**config.mk**
```make
export PLATFORM = sky130hd
export DESIGN_NAME = ysyx_22050518_addsub_pipe
export DESIGN_NICKNAME = d
export VERILOG_FILES = /design/src/rtl/ysyx_22050518_addsub_pipe.sv
export SDC_FILE = /design/constraint.sdc
export NUM_CORES = 1
export LEC_CHECK = 0
export CAP_MARGIN = 20
export CELL_PAD_IN_SITES_DETAIL_PLACEMENT = 1
export CELL_PAD_IN_SITES_GLOBAL_PLACEMENT = 1
export CORE_MARGIN = 5
export CORE_UTILIZATION = 37
export CTS_CLUSTER_SIZE = 30
export DETAILED_ROUTE_END_ITERATION = 7
export GPL_ROUTABILITY_DRIVEN = 0
export PLACE_DENSITY = 0.83
export SYNTH_ARGS = -nofsm -noshare
export SYNTH_HDL_FRONTEND = slang
export SYNTH_SLANG_ARGS = --single-unit
export TNS_END_PERCENT = 1
```
**constraint.sdc**
```tcl
create_clock -name clk -period 3.7 [get_ports clk]
set_clock_uncertainty 0.1 [all_clocks]
set_input_delay 0.925 -clock clk [delete_from_list [all_inputs] [get_ports clk]]
set_output_delay 0.925 -clock clk [all_outputs]
set_load 0.01 [all_outputs]
```
**src/rtl/ysyx_22050518_addsub_pipe.sv**
```systemverilog
// ysyx_22050518_addsub_pipe: segmented add/subtract pipeline, SEG bits per stage, valid/ready handshake.
// Define YSYX_22050518_ADD_WORD_EN to add a 'word' input for 32-bit sign-extended results.
module ysyx_22050518_addsub_pipe #(
    parameter int WIDTH = 64,
    parameter int SEG   = 16
) (
    input  logic             clk,
    input  logic             rst,
    input  logic             flush,
    input  logic             in_valid,
    output logic             in_ready,
    input  logic [WIDTH-1:0] in1,
    input  logic [WIDTH-1:0] in2,
    input  logic             sub,
    input  logic             c_in,
`ifdef YSYX_22050518_ADD_WORD_EN
    input  logic             word,
`endif
    output logic             out_valid,
    input  logic             out_ready,
    output logic [WIDTH-1:0] out,
    output logic             c_out,
    output logic             ovf,
    output logic             zero
);
    localparam int N = WIDTH / SEG;
    if (WIDTH % SEG != 0) begin : g_seg_chk
        $error("WIDTH must be a multiple of SEG");
    end
`ifdef YSYX_22050518_ADD_WORD_EN
    if (WIDTH != 64 || 32 % SEG != 0) begin : g_word_chk
        $error("word mode needs WIDTH=64 and SEG dividing 32");
    end
    logic [N-1:0] w_q, w_d, sw;
`endif
    logic adv, an, bn, rn, cy;
    logic [SEG:0] t;
    logic [N-1:0] v_q, v_d, c_q, c_d, sv, sc;
    logic [N-1:0][WIDTH-1:0] a_q, a_d, b_q, b_d, r_q, r_d, sa, sb, sr;
    // b travels pre-inverted for subtract so every stage is a plain add
    always_comb begin
        adv = !v_q[N-1] || out_ready;
        sv[0] = in_valid;
        sa[0] = in1;
        sb[0] = sub ? ~in2 : in2;
        sc[0] = sub | c_in;
        sr[0] = '0;
`ifdef YSYX_22050518_ADD_WORD_EN
        sw[0] = word;
        w_d = w_q;
`endif
        for (int k = 1; k < N; k++) begin
            sv[k] = v_q[k-1];
            sa[k] = a_q[k-1];
            sb[k] = b_q[k-1];
            sc[k] = c_q[k-1];
            sr[k] = r_q[k-1];
`ifdef YSYX_22050518_ADD_WORD_EN
            sw[k] = w_q[k-1];
`endif
        end
        t = '0;
        v_d = v_q;
        c_d = c_q;
        a_d = a_q;
        b_d = b_q;
        r_d = r_q;
        if (adv) begin
            for (int k = 0; k < N; k++) begin
                t = {1'b0, sa[k][k*SEG +: SEG]} + {1'b0, sb[k][k*SEG +: SEG]} + {{SEG{1'b0}}, sc[k]};
                r_d[k] = sr[k];
                r_d[k][k*SEG +: SEG] = t[SEG-1:0];
                c_d[k] = t[SEG];
                a_d[k] = sa[k];
                b_d[k] = sb[k];
                v_d[k] = sv[k];
`ifdef YSYX_22050518_ADD_WORD_EN
                w_d[k] = sw[k];
`endif
            end
        end
        if (flush) v_d = '0;
    end
    always_ff @(posedge clk) begin
        if (rst) begin
            v_q <= '0;
            c_q <= '0;
            a_q <= '0;
            b_q <= '0;
            r_q <= '0;
`ifdef YSYX_22050518_ADD_WORD_EN
            w_q <= '0;
`endif
        end else begin
            v_q <= v_d;
            c_q <= c_d;
            a_q <= a_d;
            b_q <= b_d;
            r_q <= r_d;
`ifdef YSYX_22050518_ADD_WORD_EN
            w_q <= w_d;
`endif
        end
    end
    // carry out of any bit follows from its operand and result bits: a&b | (a^b)&~r
    always_comb begin
        out = r_q[N-1];
        an  = a_q[N-1][WIDTH-1];
        bn  = b_q[N-1][WIDTH-1];
        rn  = r_q[N-1][WIDTH-1];
        cy  = c_q[N-1];
`ifdef YSYX_22050518_ADD_WORD_EN
        if (w_q[N-1]) begin
            out = {{32{r_q[N-1][31]}}, r_q[N-1][31:0]};
            an  = a_q[N-1][31];
            bn  = b_q[N-1][31];
            rn  = r_q[N-1][31];
            cy  = (an & bn) | ((an ^ bn) & ~rn);
        end
`endif
        c_out = cy;
        ovf   = (an == bn) && (rn != an);
        zero  = v_q[N-1] && (out == '0);
    end
    assign in_ready  = adv;
    assign out_valid = v_q[N-1];
endmodule

```
==> impl_metrics.env, run 1 <==
export IMPL_multiInputGateArea_mm2=0.00818
export IMPL_portBuffers=203
export IMPL_finalSetupViolCount=0
export IMPL_cts_htree_levels=2
export IMPL_drive_above_1_share_pct=4.79
export IMPL_clockBufferDepth=3
export IMPL_maxCapViolCount=0
export IMPL_nFillCells=5298
export IMPL_hold_path_class="flop to flop"
export IMPL_cp_slowest_cell="or4_1"
export IMPL_peakVddDrop_uv=324
export IMPL_synth_top_area_share_pct=43.9
export IMPL_grt_max_degree=185
export IMPL_period_share_pct=93.2
export IMPL_cts_buffers=41
export IMPL_yosysSeqAreaShare_pct=43.9
export IMPL_cts_sinks=362
export IMPL_yosys_area_top_type="dfxtp_1"
export IMPL_vias=14575
export IMPL_status="finished clean"
export IMPL_ys_ff_latch=362
export IMPL_placementRows=77
export IMPL_gr_usage_all_layers_pct=19.5
export IMPL_grt_pass1_vias=15092
export IMPL_diodes=0
export IMPL_cts_root_buf="clkbuf_16"
export IMPL_antenna_found_initial=0
export IMPL_synth_edff_count=0
export IMPL_drc=0
export IMPL_coreArea_mm2=0.0442
export IMPL_totalWireLength_mm=49.5
export IMPL_routedWlPerCell_um=17.9
export IMPL_ant_nets=0
export IMPL_ios=204
export IMPL_rsz0062_at_grt="false"
export IMPL_grt_pass1_wl_mm=80.0
export IMPL_synth_ff_type="dfxtp_1"
export IMPL_dp_hpwl_mm=34.7
export IMPL_crit_path_start_kind="flop"
export IMPL_crit_top_cell="nor4_1"
export IMPL_area_delta_synth_final_pct=20.6
export IMPL_hold_violations=0
export IMPL_p_leak_nw=7.61
export IMPL_post_route_min_period_ps=3450
export IMPL_drt_pass1_iter_count=5
export IMPL_tightest_slew_ps=879
export IMPL_die_h_um=221
export IMPL_synth_area_per_cell_um2=7.97
export IMPL_cp_cell_sequence="or4_1 > nor4_1 > nand3_1 > nor4_1 > dlygate4sd2_1"
export IMPL_synth_cell_types=65
export IMPL_max_freq_ghz=0.290
export IMPL_crit_path_end_kind="primary output"
export IMPL_tritoncts="yes"
export IMPL_avgViaCountPerCell=5.28
export IMPL_max_slew_margin_pct=41.4
export IMPL_nets=2343
export IMPL_postSynthCellCount=2072
export IMPL_netlist_area_mm2=0.0165
export IMPL_path_clk_slew_ps=60
export IMPL_gr_total_overflow=0
export IMPL_power_total_mw=9.74
export IMPL_path_max_fanout=3
export IMPL_first_iter_violations=916
export IMPL_fin_cells=2763
export IMPL_place_inst=2689
export IMPL_dieArea_mm2=0.0490
export IMPL_ys_warn_count=0
export IMPL_async_flop_share_pct=0
export IMPL_ff_latch_area_mm2=0.00725
export IMPL_power_density_mw_per_mm2=489
export IMPL_drv_slew=0
export IMPL_cp_arrival_ps=2420
export IMPL_synthTopCellsByArea="dfxtp_1, nand2_1, a21oi_1"
export IMPL_initial_core_util_pct=37.3
export IMPL_syn_nets=2275
export IMPL_cpPeakStageDelay_ps=600
export IMPL_crit_type="flop to primary output"
export IMPL_clk_latency_ps=570
export IMPL_r2r_slack_ps=850
export IMPL_die_x_um=221
export IMPL_cp_required_ps=2670
registers in the layout, indices dropped and copies added, names as in the netlist:
register	count
c_q	4
a_q	97
v_q	4
b_q	97
out	64
r_q	96
where the power goes:
part | total (mW) | switching [mW] | internal [mW]
Clock | 4.27 | 1.68 | 2.58
Combinational | 1.16 | 0.616 | 0.541
Sequential | 4.32 | 0.169 | 4.15
metal layers:
layer,GRT usage [%],share of wire (%),vias up
li1,-,-,7154
met1,25.3,46,7083
met2,33.5,48,257
met3,3.07,3.5,81
met4,5.80,2.9,0
met5,0,0,-
synthesized netlist by cell type, types with 3 or more instances:
cell type	n
o211ai_1	13
buf_6	3
a21oi_1	314
or4_1	4
o21ai_0	45
nor2_1	95
buf_2	8
o21bai_1	7
xor2_1	18
nor4_1	20
o31ai_1	4
a41oi_1	3
dfxtp_1	362
a211oi_1	73
o221ai_1	3
o21a_1	7
fa_1	8
nand3_1	28
nor3_1	22
nand2_1	582
and3_1	9
nand2b_1	5
mux2i_1	8
xnor2_1	76
buf_1	7
buf_4	65
inv_1	18
nand4_1	14
nor4b_1	5
a2111oi_0	4
ha_1	60
a31oi_1	6
or3_1	7
a211o_1	5
a21o_1	13
clkbuf_1	114
cell type report:
| type | count | share of cell area (%) |
|---|---|---|
| clock inverters | 21 | 1.35 |
| clock buffers | 53 | 5.83 |
| multi-input cells | 1493 | 41.1 |
| flip-flops and latches | 362 | 36.4 |
| repair buffers | 222 | 11.2 |
| inverters | 20 | 0.414 |
| well taps | 592 | 3.72 |
cell usage in the layout, fill, tap and decap left out, types with 13 or more instances in the layout:
master	Yosys	layout
clkdlybuf4s50_1	0	200
nor3_1	22	22
o21ai_0	45	45
a21oi_1	314	314
nor2_1	95	95
buf_4	65	15
ha_1	60	60
xor2_1	18	18
nand4_1	14	14
a211oi_1	73	73
nand2_1	582	582
nand3_1	28	28
dfxtp_1	362	362
nor4_1	20	20
o211ai_1	13	13
a21o_1	13	13
xnor2_1	76	76
clkbuf_16	0	42
inv_1	18	18
worst max-delay path, delay by kind of cell (launching register included):
| family | cells | cell delay (ps) |
|---|---|---|
| buf+inv | 1 | 300 |
| flops | 1 | 320 |
| simple gates | 4 | 1230 |
metrics by stage:
step	hold slack (ps)	util [%]	TNS [ps]	setup slack, ps	cell area [µm²]
6_report	346	45.1	0	253	19900
5_1_grt	364	45.1	0	180	19900
4_1_cts	353	45.1	0	184	19900
2_1_floorplan	325	-	0	81.4	16500
3_3_place_gp	341	41.8	0	13.3	18500
3_5_place_dp	345	41.8	-116	-70.5	18500
path summary, 6_finish.rpt:
path	to	start	cells past startpoint
min reg2reg	r_q[154]	r_q[90]	2
max reg2reg	r_q[168]	c_q[1]	8
min	r_q[154]	r_q[90]	2
max	zero	out[12]	5
kinds of logic after synthesis:
kind of cell             Yosys count  synth area share, %
flip-flops                       362                 43.9
adder cells (fa/ha/maj)           68                 5.52
XOR/XNOR                          94                 4.99
AND/OR/NAND/NOR                  805                 20.1
buffers and inverters            217                 6.61
multiplexers                       8                0.485
AO/OA/AOI/OAI                    518                 18.4
repair_timing:
item	4_1_cts	5_1_grt
resized for setup	1	0
buffers inserted	0	0
hold buffers	0	0
endpoints found under the setup margin	1	0
No activity file was read; power rests on OpenSTA's default activity.
==> run 2: changes to the inputs <==
TNS_END_PERCENT = 30   (was 1)
==> results of run 2 <==
The final DEF is identical to that of run 1; final timing and power are the same.
